[config.mk]
export PLATFORM = sky130hd
export DESIGN_NAME = data_cache_wb
export DESIGN_NICKNAME = d
export VERILOG_FILES = /design/src/rtl/data_cache_wb.sv
export SDC_FILE = /design/constraint.sdc
export NUM_CORES = 1
export LEC_CHECK = 0
export CAP_MARGIN = 20
export CORE_MARGIN = 8
export CORE_UTILIZATION = 35
export CTS_CLUSTER_SIZE = 12
export DETAILED_ROUTE_END_ITERATION = 10
export PLACE_DENSITY = 0.73
export SYNTH_ARGS = -nofsm -noshare
export SYNTH_HDL_FRONTEND = slang
export SYNTH_SLANG_ARGS = --single-unit
[constraint.sdc]
create_clock -name clk -period 5.25 [get_ports clk]
set_input_delay 0.525 -clock clk [delete_from_list [all_inputs] [get_ports clk]]
set_output_delay 0.525 -clock clk [all_outputs]
set_load 0.01 [all_outputs]
[src/rtl/data_cache_wb.sv]
// data_cache_wb: write-back engine for the ALU data cache.
// On a write-back request it streams every cache word to DDR through the
// burst-write port of the DDR controller, at the DDR region mapped by the
// cache tag (tag << 3).
// Optional feature macro: DATA_CACHE_WB_SKIP_CLEAN_EN. When it is defined,
// a start with wb_dirty=0 skips the burst and completes immediately.
//
// Handshake with the DDR controller: wr_burst_req is held with a stable
// wr_burst_addr/wr_burst_len until the first wr_burst_data_req. Every
// wr_burst_data_req seen while fewer than DATA_CACHE_DEPTH words have gone
// out reads one cache word. That word appears on wr_burst_data exactly one
// cycle later and is held until the next accepted request. wr_burst_finish
// ends the burst from any active state.
module data_cache_wb #(
    parameter int DATA_CACHE_DEPTH = 16,
    parameter int DATA_WIDTH       = 16,
    parameter int DDR_ADDR_WIDTH   = 28,
    parameter int ADDR_WIDTH_MEM   = 16
) (
    input  logic                      clk,
    input  logic                      rst,
    input  logic                      wb_start,
    input  logic [ADDR_WIDTH_MEM-1:0] tag_data,
    input  logic                      wb_dirty,
    output logic                      wb_busy,
    output logic                      wb_done,
    output logic                      cache_rd_en,
    output logic [9:0]                cache_rd_addr,
    input  logic [DATA_WIDTH-1:0]     cache_rd_data,
    output logic                      wr_burst_req,
    output logic [9:0]                wr_burst_len,
    output logic [DDR_ADDR_WIDTH-1:0] wr_burst_addr,
    input  logic                      wr_burst_data_req,
    output logic [DATA_WIDTH-1:0]     wr_burst_data,
    input  logic                      wr_burst_finish,
    output logic [9:0]                data_store_cnt,
    output logic [2:0]                state_dbg
);

    typedef enum logic [2:0] {
        S_IDLE     = 3'd0,
        S_REQ      = 3'd1,
        S_DATA     = 3'd2,
        S_WAIT_FIN = 3'd3,
        S_DONE     = 3'd4
    } state_t;

    localparam logic [9:0] DEPTH = 10'(DATA_CACHE_DEPTH);

    state_t                state;
    state_t                state_nxt;
    logic [9:0]            cnt;
    logic                  word_take;
    logic                  rd_pending;
    logic [DATA_WIDTH-1:0] data_hold;
    logic                  skip;

`ifdef DATA_CACHE_WB_SKIP_CLEAN_EN
    // A clean cache has nothing to write back.
    assign skip = ~wb_dirty;
`else
    logic unused_dirty;
    assign unused_dirty = wb_dirty;
    assign skip         = 1'b0;
`endif

    // Next-state logic and detection of an accepted word request.
    always_comb begin
        state_nxt = state;
        word_take = 1'b0;
        case (state)
            S_IDLE: begin
                if (wb_start) state_nxt = skip ? S_DONE : S_REQ;
            end
            S_REQ: begin
                if (wr_burst_data_req) begin
                    word_take = 1'b1;
                    state_nxt = (cnt == DEPTH - 10'd1) ? S_WAIT_FIN : S_DATA;
                end
                if (wr_burst_finish) state_nxt = S_DONE;
            end
            S_DATA: begin
                if (wr_burst_data_req && (cnt < DEPTH)) begin
                    word_take = 1'b1;
                    if (cnt == DEPTH - 10'd1) state_nxt = S_WAIT_FIN;
                end
                // A finish together with the last request still delivers it.
                if (wr_burst_finish) state_nxt = S_DONE;
            end
            S_WAIT_FIN: begin
                if (wr_burst_finish) state_nxt = S_DONE;
            end
            S_DONE: begin
                state_nxt = S_IDLE;
            end
            default: begin
                state_nxt = S_IDLE;
            end
        endcase
    end

    // State register.
    always_ff @(posedge clk or negedge rst) begin
        if (!rst) state <= S_IDLE;
        else      state <= state_nxt;
    end

    // Burst descriptor: captured once when a real write-back is accepted.
    always_ff @(posedge clk or negedge rst) begin
        if (!rst) begin
            wr_burst_addr <= '0;
            wr_burst_len  <= '0;
        end else if ((state == S_IDLE) && wb_start && !skip) begin
            wr_burst_addr <= DDR_ADDR_WIDTH'({tag_data, 3'b000});
            wr_burst_len  <= DEPTH;
        end
    end

    // Word counter: saturates at the depth, kept after an early finish,
    // cleared on the way out of DONE.
    always_ff @(posedge clk or negedge rst) begin
        if (!rst)                  cnt <= '0;
        else if (state == S_DONE)  cnt <= '0;
        else if (word_take)        cnt <= cnt + 10'd1;
    end

    // Track the outstanding RAM read and hold the last word sent.
    always_ff @(posedge clk or negedge rst) begin
        if (!rst) begin
            rd_pending <= 1'b0;
            data_hold  <= '0;
        end else begin
            rd_pending <= word_take;
            data_hold  <= wr_burst_data;
        end
    end

    assign wr_burst_data  = rd_pending ? cache_rd_data : data_hold;
    assign cache_rd_en    = word_take;
    assign cache_rd_addr  = cnt;
    assign data_store_cnt = cnt;
    assign wr_burst_req   = (state == S_REQ);
    assign wb_busy        = (state != S_IDLE);
    assign wb_done        = (state == S_DONE);
    assign state_dbg      = state;

endmodule

==> results.md, run 1 <==
## Run status
• result of the run: completed

## Critical path
• critical register-to-register path endpoint: cache_rd_addr[3]
• worst setup slack for register-to-register paths: 3.35 ns
• critical path endpoint category: output pin
• slowest CP cell: a31oi_1
• critical path class: flip-flop to output pin
• start point of the critical path: state_dbg[1]
• ordered cell list for the critical path: nor2b_1, a31oi_1, nor2_1, clkdlybuf4s50_1
• worst reg-to-reg path cell count: 4
• data required time of the critical path: 4.72 ns
• Critical Path Max Stage Delay: 0.67 ns
• crit path max fanout: 11
• largest delay contributor family on the critical path: compound AO/OA/AOI/OAI gates
• buffers and inverters on the worst path: 1
• startpoint kind of the worst setup timing path: flip-flop
• critical path arrival: 2.43 ns
• reg2reg start: cache_rd_addr[6]

## Synth
• cell area after technology mapping: 2250 um2
• Synth Area in Simple Gates: 0.110
• count of flip-flops with a built-in enable after synthesis: 0
• count of unique library cells instantiated by Yosys: 34
• proportion of synthesized area in mux cells: 0.169
• synthesized netlist cell count: 188
• share of synthesized flip-flops with an asynchronous set or reset: 1.00
• average cell area after synthesis: 11.9 um2
• number of storage elements in the synthesis netlist: 47
• adder and majority cell fraction of the synthesized area: 0.0100
• Most used DFF post-synth: dfrtp_1
• post-synthesis compound-gate area fraction: 0.0485
• xor/xnor share of the synthesized area: 0.00390
• main combinational cell family by area after synthesis: multiplexers
• cell taking the most area after synthesis: dfrtp_1
• sequential share of the synthesized area: 0.524
• most frequent cell after synthesis: dfrtp_1
• top area cells in the synthesized netlist: dfrtp_1, mux2_2, buf_4
• count of yosys warnings during synthesis: 0
• area share of the largest cell type after synthesis: 0.524
• top post-synthesis cells by count: dfrtp_1, buf_4, mux2_2

## Pwr
• overall power: 1670 uW
• ratio of total power to cell area: 520 nW/um2
• largest voltage drop on the vdd net: 0.000289 V
• leakage dissipation: 0.00132 uW

## CTS
• count of hold buffers inserted by post-cts repair: 0
• H-Tree Depth: 2
• clock-pin transition on the worst setup and hold timing paths: 0.08 ns
• number of resized instances in the post-cts repair step: 0
• number of buffers added by the clock tree synthesis step: 5
• clock tree sinks: 47
• Setup Buffers After CTS: 0
• cell chosen for the clock root: clkbuf_8
• Clock Tree Buf Depth: 2
• Skew-Pair Late Insertion Delay: 0.29 ns
• CTS tree: done

## Placed design
• Port-buffer cells: 96
• Final GP Congestion: 0.780
• dpl hpwl: 4.10 mm

## GRT
• overall track demand over capacity in global routing: 0.116
• total congestion overflow after global routing: 0
• first-pass GRT wire length: 8.41 mm
• number of antenna violations at the first check in global routing: 0
• via count of the first global-routing pass: 1623
• pin count of the biggest net entering global routing: 48

## Cells and area
• number of antenna diodes: 0
• number of nets in the final layout: 312
• fraction of final layout cells with drive strength greater than 1: 0.164
• synthesis-to-layout area growth: 43.0%

## STA
• number of max-slew violations in the final report: 0
• share of the clock period used by the worst path: 0.563
• peak clock frequency supported by timing: 338 MHz
• setup total negative slack: 0 ns
• Hold Vio Cnt, Final: 0
• slew of the pin with the lowest slew margin: 0.808 ns
• headroom to the max-slew limit: 0.459
• setup repair after global routing missed its margin: no
• maximum clock skew at final layout: 0.00197 ns
• time the worst path needs with I/O delays and setup: 2.96 ns
• final setup violating endpoints: 0

## Floorplan
• height of the die: 96.1 um
• effective utilization at floorplan: 0.358
• overall die area: 9240 um2
• Std-Cell Rows: 29
• placeable core region: 6280 um2
• die boundary width: 96.1 um
• number of top-level design ports: 119

## Drt
• vias after detailed routing: 1645
• DRC marker count from the first detailed-route iteration: 35
• first-pass iteration count of the detailed router: 4
• average via count per standard cell: 4.69
• wire length after detailed routing: 5.39 mm
• antenna-violating nets left: 0
• DRC violation count after routing: 0
• drt wl/cell: 15.4 um

## Min path
• Min-Delay Path Class: input port to asynchronous set/reset pin

## Job
• maximum capacitance violations: 0

-- stage by stage --
step / util / instance area (um2) / worst slack [ns] / std cells / hold WS [ns]
2_1_floorplan: - / 2320 / 3.40 / 208 / 0.229
3_3_place_gp: 0.492 / 3090 / 2.52 / 342 / 0.461
3_5_place_dp: 0.492 / 3090 / 2.48 / 342 / 0.461
4_1_cts: 0.508 / 3190 / 2.31 / 350 / 0.449
5_1_grt: 0.511 / 3210 / 2.10 / 351 / 0.176
6_report: 0.511 / 3210 / 2.29 / 351 / 0.164
-- worst max path at each step --
stage | cells after the start | endpoint | slack, ns
after floorplan | 4 | cache_rd_en | 3.40
after global placement | 4 | cache_rd_en | 2.52
after detailed placement | 4 | cache_rd_en | 2.48
after CTS | 4 | cache_rd_en | 2.31
after global routing | 4 | cache_rd_en | 2.10
final | 4 | cache_rd_en | 2.29
-- layer usage --
metal,up-vias,routed length [um],track usage
met1,811,2180,0.146
li1,767,-,-
met5,-,0,0
met4,0,46,0.0307
met2,62,2580,0.182
met3,5,579,0.0452
-- registers in the layout (all words and copies together), names as in the netlist --
| register | flops |
|---|---|
| data_hold | 16 |
| wr_burst_addr | 16 |
| cache_rd_addr | 10 |
| state_dbg | 3 |
| rd_pending | 1 |
| wr_burst_len | 1 |
-- layout make-up --
| cell class | instances | area [um2] |
|---|---|---|
| multi-input cells | 118 | 847 |
| clock buffers | 8 | 100 |
| flip-flops and latches | 47 | 1180 |
| inverters | 4 | 15.0 |
| well taps | 77 | 96.3 |
| fillers | 548 | 3070 |
| repair buffers | 97 | 976 |
-- logic make-up after synthesis --
logic type / Yosys count
other: 1
flip-flops: 47
multiplexers: 34
adder cells (fa/ha/maj): 2
buffers and inverters: 43
AND/OR/NAND/NOR: 41
AO/OA/AOI/OAI: 19
XOR/XNOR: 1
-- cells in the final DEF, fill, tap and decap left out, types with 2 or more instances in the layout --
master	instances
o31ai_1	4
mux2i_1	2
nor3_1	2
nand3_1	2
clkbuf_8	7
nor2_1	8
a21oi_1	9
inv_1	3
nor2b_1	4
dfrtp_1	47
or3_1	3
o21ai_0	4
nand4_1	3
conb_1	21
or4_1	5
clkdlybuf4s50_1	95
nand2_1	6
mux2_2	32
-- report_power, final --
| group | leakage, uW | internal (uW) | switching [uW] | total (uW) |
|---|---|---|---|---|
| Sequential | 0.000573 | 512 | 101 | 613 |
| Clock | 0.0000515 | 120 | 112 | 233 |
| Combinational | 0.000698 | 499 | 325 | 825 |
-- worst reg2reg max path, delay by kind of cell, from the launching register on --
| kind | cells | cell delay (ns) |
|---|---|---|
| AOI/OAI and AO/OA | 2 | 0.49 |
| DFF | 1 | 0.47 |
| and+or+nand+nor | 2 | 0.88 |
No activity file was read; power rests on OpenSTA's default activity.
==> run 2: changes to the inputs <==
- clock period: 5.25 -> 2.8 ns (I/O delays scaled with it)
==> run 2 against run 1 <==
  * Register-to-register slack worse by 2.4 ns
  * Critical path depth grew 1
  * Non-clock buffer count is 2 higher
  * Clock power rose by 63%
  * Hold slack gained 0.21 ns
  * Global-route usage increased by 0.35 points
  * Setup slack got worse by 2.1 ns
  * Sequential share of layout area grew 0.11 points
  * Utilization is 0.16 points lower
  * Critical endpoint unchanged
  * Largest cell class unchanged
==> results.md, run 2 (same netlist as run 1, synthesis figures left out) <==
## Floorplan
• effective utilization at floorplan: 0.358
• placeable core region: 6280 um2
• height of the die: 96.1 um
• die boundary width: 96.1 um
• overall die area: 9240 um2
• Std-Cell Rows: 29
• number of top-level design ports: 119

## Drt
• vias after detailed routing: 1629
• drt wl/cell: 15.6 um
• DRC marker count from the first detailed-route iteration: 46
• first-pass iteration count of the detailed router: 4
• average via count per standard cell: 4.64
• DRC violation count after routing: 0
• wire length after detailed routing: 5.49 mm
• antenna-violating nets left: 0

## Cells and area
• synthesis-to-layout area growth: 42.5%
• number of nets in the final layout: 314
• number of antenna diodes: 0
• commonest cells after routing, fill and taps aside: clkdlybuf4s50_1, dfrtp_1, mux2_2, conb_1, a21oi_1
• most common cell after layout, fill and taps aside: clkdlybuf4s50_1
• fraction of final layout cells with drive strength greater than 1: 0.161

## CTS
• number of resized instances in the post-cts repair step: 0
• Clock Tree Buf Depth: 2
• CTS tree: done
• cell chosen for the clock root: clkbuf_8
• clock-pin transition on the worst setup and hold timing paths: 0.09 ns
• clock tree sinks: 47
• H-Tree Depth: 2
• Skew-Pair Late Insertion Delay: 0.29 ns
• number of buffers added by the clock tree synthesis step: 5

## Job
• maximum capacitance violations: 0

## Critical path
• crit path max fanout: 11
• reg2reg start: cache_rd_addr[7]
• worst reg-to-reg path cell count: 4
• critical path endpoint category: output pin
• ordered cell list for the critical path: nor2b_1, a31oi_1, nor2_1, buf_4, clkdlybuf4s50_1
• startpoint kind of the worst setup timing path: flip-flop
• buffers and inverters on the worst path: 2
• number of cells on the critical path: 5
• critical register-to-register path endpoint: cache_rd_addr[4]
• critical path arrival: 2.32 ns
• slowest CP cell: a31oi_1
• start point of the critical path: state_dbg[1]
• worst setup slack for register-to-register paths: 0.92 ns
• critical path class: flip-flop to output pin
• data required time of the critical path: 2.52 ns
• capturing element of the worst setup path: cache_rd_en
• largest delay contributor family on the critical path: buffers and inverters
• Critical Path Max Stage Delay: 0.63 ns

## Placed design
• DP Worst Slack: 0.515 ns
• Final GP Congestion: 0.790
• dpl hpwl: 4.19 mm
• Port-buffer cells: 96

## Min path
• Min-Delay Path Class: input port to asynchronous set/reset pin

## Pwr
• ratio of total power to cell area: 962 nW/um2
• largest voltage drop on the vdd net: 0.000410 V
• leakage dissipation: 0.00132 uW

## STA
• share of the clock period used by the worst path: 0.930
• maximum clock skew at final layout: 0.00948 ns
• setup total negative slack: 0 ns
• peak clock frequency supported by timing: 384 MHz
• Hold Vio Cnt, Final: 0
• setup repair after global routing missed its margin: no
• worst-case setup margin in the final layout: 0.196 ns
• number of max-slew violations in the final report: 0
• headroom to the max-slew limit: 0.499
• slew of the pin with the lowest slew margin: 0.748 ns
• final setup violating endpoints: 0
• time the worst path needs with I/O delays and setup: 2.60 ns

## Run status
• result of the run: completed

## GRT
• first-pass GRT wire length: 8.60 mm
• total congestion overflow after global routing: 0
• number of antenna violations at the first check in global routing: 0
• via count of the first global-routing pass: 1699
• pin count of the biggest net entering global routing: 48
• overall track demand over capacity in global routing: 0.120

[run 2: cell types whose count changed in the layout (fill, tap and decap cells not counted), sizes merged]
cell         before  now
clkbuf            8    6
buf               2    3
dlygate4sd3       0    1
[run 2: layer usage]
layer	vias to the layer above	GRT usage	part of all wire
met1	789	0.143	0.39
li1	777	-	-
met2	59	0.191	0.49
met4	0	0.0346	0.0064
met3	4	0.0523	0.11
met5	-	0	0
[run 2: area by class of cell]
class	count	area, um2
tap	77	96.3
multi-input combinational	118	847
timing repair buffer	99	993
inverter	4	15.0
clock buffer	6	72.6
fill	573	3080
sequential	47	1180
[run 2: repair_timing]
item,CTS,global route
setup buffers,0,0
endpoints found under the hold margin,0,8
hold buffers,0,1
endpoints found under the setup margin,0,0
[run 2: metrics by stage]
step | total power, uW | hold slack, ns | std cells | util | instance area, um2
finish | 3080 | 0.373 | 351 | 0.510 | 3200
global route | 3290 | 0.395 | 351 | 0.510 | 3200
CTS | 3130 | 0.221 | 349 | 0.505 | 3170
detailed placement | 2740 | 0.475 | 343 | 0.494 | 3100
global placement | 2700 | 0.458 | 343 | 0.494 | 3100
floorplan | 1940 | -0.0156 | 208 | - | 2320
[run 2: how the worst min path moves through the flow]
stage	start	end	slack [ns]	cells past startpoint
final	rst	wr_burst_addr[11]	0.37	2
after global routing	rst	wr_burst_addr[11]	0.39	2
after CTS	rst	wr_burst_addr[11]	0.22	1
after detailed placement	wr_burst_len[4]	wr_burst_len[4]	0.48	1
after global placement	wr_burst_len[4]	wr_burst_len[4]	0.46	1
after floorplan	rst	cache_rd_addr[0]	-0.02	0
[run 2: where the power goes]
| part | internal (uW) | leakage (uW) | switching (uW) |
|---|---|---|---|
| combinational | 944 | 0.000707 | 610 |
| clock | 167 | 0.0000371 | 212 |
| sequential | 960 | 0.000573 | 185 |
==> run 3: changes to the inputs <==
- CTS_CLUSTER_DIAMETER: default -> 30
- SLEW_MARGIN: default -> 0
==> results of run 3 <==
No change in the layout: final DEF, timing and power equal those of run 2.
